--- src/rtl/dmem_arbiter.sv ---
// Two-port arbiter in front of the data RAM: port 0 has priority, and port 1 is
// guaranteed a win after MAX_WAIT consecutive conflict losses. Optional stats: DMEM_ARB_STATS_EN.
module dmem_arbiter #(
  parameter int ADDR_WIDTH = 12,
  parameter int MAX_WAIT   = 4
) (
  input  logic        clk,
  input  logic        rst_n,
  input  logic        p0_req,
  input  logic        p0_we,
  input  logic [31:0] p0_addr,
  input  logic [31:0] p0_wdata,
  input  logic        p1_req,
  input  logic        p1_we,
  input  logic [31:0] p1_addr,
  input  logic [31:0] p1_wdata,
  output logic        p0_gnt,
  output logic        p1_gnt,
  output logic        p0_done,
  output logic        p1_done,
  output logic [31:0] p0_rdata,
  output logic [31:0] p1_rdata,
  output logic        p0_err,
  output logic        p1_err,
  output logic        mem_enable,
  output logic        mem_write_enable,
  output logic [31:0] mem_address,
  output logic [31:0] mem_write_data,
  input  logic [31:0] mem_data_out,
  output logic [15:0] stat_conflicts,
  output logic [15:0] stat_p1_forced
);

  localparam logic [31:0] ADDR_MASK  = 32'((64'd1 << ADDR_WIDTH) - 64'd1);
  localparam logic [3:0]  MAX_WAIT_C = 4'(MAX_WAIT);

  logic [3:0]  wait_cnt_q, wait_cnt_d;
  logic        p0_done_q, p1_done_q;
  logic [31:0] p0_rdata_q, p1_rdata_q;
  logic        p0_err_q, p1_err_q;

  logic        p0_in_rng, p1_in_rng;
  logic        conflict, force_p1;
  logic        sel_in_rng, sel_we;
  logic [31:0] sel_addr, sel_wdata;
  logic [31:0] p0_rdata_d, p1_rdata_d;

  assign p0_in_rng = (p0_addr & ~ADDR_MASK) == 32'h0;
  assign p1_in_rng = (p1_addr & ~ADDR_MASK) == 32'h0;
  assign conflict  = p0_req && p1_req;
  assign force_p1  = conflict && (wait_cnt_q == MAX_WAIT_C);

  // Grants are masked by reset so nothing reaches the RAM while rst_n is low.
  always_comb begin
    p0_gnt = 1'b0;
    p1_gnt = 1'b0;
    if (rst_n) begin
      p1_gnt = p1_req && (!p0_req || force_p1);
      p0_gnt = p0_req && !p1_gnt;
    end
  end

  always_comb begin
    sel_in_rng = 1'b0;
    sel_we     = 1'b0;
    sel_addr   = 32'h0;
    sel_wdata  = 32'h0;
    if (p0_gnt) begin
      sel_in_rng = p0_in_rng;
      sel_we     = p0_we;
      sel_addr   = p0_addr;
      sel_wdata  = p0_wdata;
    end else if (p1_gnt) begin
      sel_in_rng = p1_in_rng;
      sel_we     = p1_we;
      sel_addr   = p1_addr;
      sel_wdata  = p1_wdata;
    end
  end

  always_comb begin
    mem_enable       = 1'b0;
    mem_write_enable = 1'b0;
    mem_address      = 32'h0;
    mem_write_data   = 32'h0;
    if (sel_in_rng) begin
      mem_enable       = 1'b1;
      mem_write_enable = sel_we;
      mem_address      = sel_addr & ADDR_MASK;
      mem_write_data   = sel_wdata;
    end
  end

  always_comb begin
    wait_cnt_d = wait_cnt_q;
    if (!p1_req || p1_gnt) begin
      wait_cnt_d = 4'd0;
    end else if (wait_cnt_q < MAX_WAIT_C) begin
      wait_cnt_d = wait_cnt_q + 4'd1;
    end
  end

  // Writes and out-of-range accesses return zero data.
  assign p0_rdata_d = (p0_in_rng && !p0_we) ? mem_data_out : 32'h0;
  assign p1_rdata_d = (p1_in_rng && !p1_we) ? mem_data_out : 32'h0;

  always_ff @(posedge clk or negedge rst_n) begin
    if (!rst_n) begin
      wait_cnt_q <= 4'd0;
      p0_done_q  <= 1'b0;
      p1_done_q  <= 1'b0;
      p0_rdata_q <= 32'h0;
      p1_rdata_q <= 32'h0;
      p0_err_q   <= 1'b0;
      p1_err_q   <= 1'b0;
    end else begin
      wait_cnt_q <= wait_cnt_d;
      p0_done_q  <= p0_gnt;
      p1_done_q  <= p1_gnt;
      if (p0_gnt) begin
        p0_rdata_q <= p0_rdata_d;
        p0_err_q   <= !p0_in_rng;
      end
      if (p1_gnt) begin
        p1_rdata_q <= p1_rdata_d;
        p1_err_q   <= !p1_in_rng;
      end
    end
  end

  assign p0_done  = p0_done_q;
  assign p1_done  = p1_done_q;
  assign p0_rdata = p0_rdata_q;
  assign p1_rdata = p1_rdata_q;
  assign p0_err   = p0_err_q;
  assign p1_err   = p1_err_q;

`ifdef DMEM_ARB_STATS_EN
  logic [15:0] stat_conflicts_q, stat_conflicts_d;
  logic [15:0] stat_p1_forced_q, stat_p1_forced_d;

  always_comb begin
    stat_conflicts_d = stat_conflicts_q;
    stat_p1_forced_d = stat_p1_forced_q;
    if (conflict && stat_conflicts_q != 16'hFFFF) begin
      stat_conflicts_d = stat_conflicts_q + 16'd1;
    end
    if (force_p1 && stat_p1_forced_q != 16'hFFFF) begin
      stat_p1_forced_d = stat_p1_forced_q + 16'd1;
    end
  end

  always_ff @(posedge clk or negedge rst_n) begin
    if (!rst_n) begin
      stat_conflicts_q <= 16'h0;
      stat_p1_forced_q <= 16'h0;
    end else begin
      stat_conflicts_q <= stat_conflicts_d;
      stat_p1_forced_q <= stat_p1_forced_d;
    end
  end

  assign stat_conflicts = stat_conflicts_q;
  assign stat_p1_forced = stat_p1_forced_q;
`else
  assign stat_conflicts = 16'h0;
  assign stat_p1_forced = 16'h0;
`endif

endmodule

--- config.mk ---
export PLATFORM = sky130hd
export DESIGN_NAME = dmem_arbiter
export DESIGN_NICKNAME = d
export VERILOG_FILES = /design/src/rtl/dmem_arbiter.sv
export SDC_FILE = /design/constraint.sdc
export NUM_CORES = 1
export LEC_CHECK = 0
export ABC_AREA = 0
export CAP_MARGIN = 20
export CORE_AREA = 2 2 130 132
export DETAILED_ROUTE_END_ITERATION = 16
export DIE_AREA = 0 0 132 134
export GPL_TIMING_DRIVEN = 0
export PLACE_DENSITY = 0.68
export RECOVER_POWER = 50
export SLEW_MARGIN = 20
export SYNTH_ARGS = -nofsm -noshare
export SYNTH_HDL_FRONTEND = slang
export SYNTH_SLANG_ARGS = --single-unit
--- constraint.sdc ---
create_clock -name clk -period 4.4 [get_ports clk]
set_input_delay 0.88 -clock clk [delete_from_list [all_inputs] [get_ports clk]]
set_output_delay 0.88 -clock clk [all_outputs]
set_load 0.02 [all_outputs]
### Yosys cells after proc, flatten, opt, wreduce, memory -nomap -nowiden

Index checks and enable logic that the tools add are counted.

* memories: 0
* latch bits: 0
* register bits: 72
* memory bits (writable): 0
* memory bits (read-only): 0
* logic and storage cells: 46

* eq/ne operators: 1
* $mul: 0
* add/subtract/negate cells: 1
* muxes and demuxes: 18
* shift operators: 0
* bitwise logic cells: 0
* reduce and logical (&&, ||, !) cells: 18
* $lt $le $gt $ge: 1
* divide/modulo/power cells: 0

Operator list (count)
* 32-bit 2-to-1 mux: 5
* 32-bit logical NOT: 2
* 12-bit 2-to-1 mux: 3
* 1-bit 2-to-1 mux: 8
* 4-bit 2-to-1 mux: 2
* 1-bit logical NOT: 7
* 1-bit logical AND: 6
* 4-bit by 1-bit adder with 4-bit output (second input constant): 1
* 4-bit by 3-bit == test with 1-bit output (second input constant): 1
* 4-bit by 3-bit < comparator with 1-bit output (second input constant): 1
* 1-bit logical OR: 2
* 2-bit nonzero test: 1

### Longest topological paths before layout

* depth in word-level cells: 9
* gate-level depth with buffers: 10
* depth with buffers taken out: 7

### Worst setup path after synthesis

No wires, ideal clock.

* path kind: input -> output
* start: input port p0_addr[12]
* end: output port mem_address[0]
* arrival time: 2.441 ns
* path buffers: 1
* cell stages on the path: 5
* setup slack: 1.079 ns
* cell sequence: or4_4 -> nor4_4 -> a32oi_4 -> buf_6 -> nor2_1

* cells in the longest elaborated chain, start to end: 3

RTL lines
* start, declared: line 11 `input logic [31:0] p0_addr,`
* 32-bit logical NOT: line 48 `assign p0_in_rng = (p0_addr & ~ADDR_MASK) == 32'h0;`
* 1-bit 2-to-1 mux: line 68 `if (p0_gnt) begin`
* 12-bit 2-to-1 mux: line 86 `if (sel_in_rng) begin`
* end, declared: line 27 `output logic [31:0] mem_address,`

No other way between the ends.

### Worst setup path in the final report

* start: input port p0_addr[12]
* end: output port mem_write_data[13]

* cells in the longest elaborated chain, start to end: 3

RTL lines
* 32-bit logical NOT: line 48
* 1-bit 2-to-1 mux: line 68
* 32-bit 2-to-1 mux: line 86
* end, declared: line 28 `output logic [31:0] mem_write_data,`

No other way between the ends.

==> out/results.ini <==
[critical_path]
crit_path_start_kind = primary input
crit_type = in2out
crit_path_top_delay_cell = clkdlybuf4s50_1
critPathMaxStageDelay_ps = 640
cpMostUsedCell = clkdlybuf4s50_1
reg2reg_depth = 9
r2r-start = wait_cnt_q[0]$_DFFE_PN0P_
r2r_end = p1_rdata[30]$_DFFE_PN0N_
crit_chain = clkdlybuf4s50_1 -> or4_4 -> nor4_4 -> a32oi_4 -> buf_6 -> nor2_2 -> clkdlybuf4s50_1
r2r_slack_ps = 2250
crit_cells = 7
setup.worst_path.end = mem_write_data[13]
arrival_ps = 3400
path_delay_family = buffers and inverters
path_buf_inv = 3
required_ps = 3520
cp-end-kind = output port
crit_fanout = 10
crit_path_start = p0_addr[12]

[yosys]
synth_area_per_cell_um2 = 9.39
ys_types = 31
ys_seq_area_share_pct = 45.7
ys_warn_count = 0
yosys_register_bits = 72
synth_cells = 420
syn_area_um2 = 3950

[timing]
clock.fmax_mhz = 233
worst_pin_slew_ps = 2740
relSlewSlack_pct = -82.6
finalMaxSlewViolations = 52
hold_violations = 0
clock_skew_ps = 7.59
setup_violations = 0
fin_crit_sh_pct = 97.4
timing.hold.ws_ps = 441
rsz0062_at_grt = false
final.min_clock_period_ps = 4280

[power_and_ir_drop]
p_sw_mw = 0.429
p_int_mw = 1.28
power.share.switching_pct = 25.1
clkPwrFrac_pct = 41.6
pwr-share-seq_pct = 39.0
p_leak_nw = 3.32
p_per_area_nw_per_um2 = 227
ir_drop_mv = 0.169
combPwrFrac_pct = 19.4

[route]
wl_mm = 15.8
dr.pass1.iters = 4
vias_per_cell = 4.28
drc = 0
ant_nets = 0
drtIter0Drc = 222
wire_per_inst_um = 16.0
vias = 4237

[cells_and_area]
n_antenna_cell = 0
nNetsFinal = 933
fin_cells = 990
layout_common_cells = clkdlybuf4s50_1 (226), dfrtp_1 (72), nand2_1 (68)
fin_area_um2 = 7550
final_common_cell = clkdlybuf4s50_1
fill_cells = 1599
syn2layout_area_growth_pct = 91.5
final_core_util_pct = 46.4
drive_above_1_share_pct = 16.4

[placed_design]
dp_cells = 973
place_congestion = 0.775
placed_area_um2 = 7250
io_buffer_count = 281
hpwl_mm = 12.7

[grt]
grt_antenna_before_repair = 0
overflow = 0
grt_use_total_pct = 17.3
grt_pass1_wl_mm = 23.6
grt_pass1_vias = 4046
grt_max_degree = 52

[hold_path]
hp-class = in2async

[run_status]
outcome = finished with violations
violations = capacitance limit, slew limit

[cts]
clockRootBuffer = clkbuf_16
h-tree-depth = 3
clkTransAtPathRegs_ps = 60
cts.sink_count = 72
cts_max_path_buffers = 2
postCtsHoldBufs = 0
clock_latency_ps = 330
cts_tree = yes
cts_buffers = 9

[floorplan]
rows = 47
core_um2 = 16300
design.die.area_um2 = 17700
io_pins = 334
die_y_um = 134
initial_core_util_pct = 24.2
dieWidth_um = 132

[flow_run]
maxCapViolCount = 1

-- logic make-up after synthesis --
family,share of synthesized area [%]
and+or+nand+nor,17.3
AOI/OAI and AO/OA,21.5
buffers and inverters,14.6
DFF,45.7
adders and majority gates,0.634
xor gates and xnor gates,0.222
other,0.0951
-- synth_stat cells --
master,instances,area (µm²)
inv_2,1,3.75
a32oi_4,1,27.5
and4b_1,1,10.0
nand2_1,68,255
nor2_1,24,90.1
nand3_1,1,5.00
xnor2_1,1,8.76
a22oi_1,45,338
nand4b_1,1,8.76
ha_1,2,25.0
nor2_2,29,181
and4_1,1,8.76
a22o_1,32,280
inv_1,5,18.8
a211oi_1,1,7.51
or4_4,4,45.0
or4_1,1,7.51
nor4_4,1,21.3
clkbuf_1,21,78.8
buf_6,4,45.0
a21o_1,1,7.51
a21oi_1,3,15.0
buf_2,3,15.0
nor4_1,5,31.3
o21ai_0,33,165
conb_1,1,3.75
a31oi_1,1,6.26
nor3b_2,1,12.5
buf_4,55,413
nand3b_1,1,7.51
dfrtp_1,72,1800
-- layout make-up --
cell class	count	area (µm²)	area share, %
repair buffers	284	2830	37.4
clock buffers	13	270	3.58
flip-flops and latches	72	1800	23.9
inverters	6	22.5	0.298
multi-input cells	310	1780	23.5
plain buffers	82	557	7.37
well taps	220	275	3.64
clock inverters	3	23.8	0.315
-- power groups by stage --
stage / logic (mW) / clock network, mW / registers (mW)
after global routing: 0.359 / 0.767 / 0.669
final: 0.332 / 0.713 / 0.669
after CTS: 0.334 / 0.736 / 0.669
after global placement: 0.329 / 0 / 0.681
after detailed placement: 0.333 / 0 / 0.681
after floorplan: 0.135 / 0 / 0.682
-- registers in the layout, summed over array words and instances (netlist names) --
signal / cells
p0_done: 1
p1_done: 1
p0_err: 1
wait_cnt_q: 4
p0_rdata: 32
p1_err: 1
p1_rdata: 32
-- metal layers --
metal / part of all wire (%) / track usage (%) / vias up
met3: 6.0 / 4.27 / 16
met4: 1.7 / 5.19 / 0
met1: 43 / 23.1 / 1993
met5: 0 / 0 / -
met2: 49 / 27.6 / 166
li1: - / - / 2062
-- stage by stage --
stage | setup WS, ps | setup TNS, ps | power (mW)
after floorplan | 1080 | 0 | 0.817
after global placement | -3470 | -260140 | 1.01
after detailed placement | -259 | -3720 | 1.01
after CTS | 24.5 | 0 | 1.74
after global routing | 2.06 | 0 | 1.80
final | 116 | 0 | 1.71
-- worst min path at each step --
stage	startpoint	end	slack [ps]
floorplan	wait_cnt_q[2]$_DFFE_PN0P_	wait_cnt_q[2]$_DFFE_PN0P_	520
global placement	p1_rdata[9]$_DFFE_PN0N_	p1_rdata[9]$_DFFE_PN0N_	460
detailed placement	p1_rdata[0]$_DFFE_PN0N_	p1_rdata[0]$_DFFE_PN0N_	470
CTS	rst_n	p0_rdata[26]$_DFFE_PN0P_	450
global route	rst_n	p0_rdata[27]$_DFFE_PN0P_	440
finish	rst_n	p0_rdata[27]$_DFFE_PN0P_	440
-- repair_timing --
action                     CTS  global route
buffers inserted             0             2
hold endpoints to repair     0             0
setup endpoints to repair   39            43
gates resized for setup      7             7
pin swaps                    0             1
No activity file was read; power rests on OpenSTA's default activity.
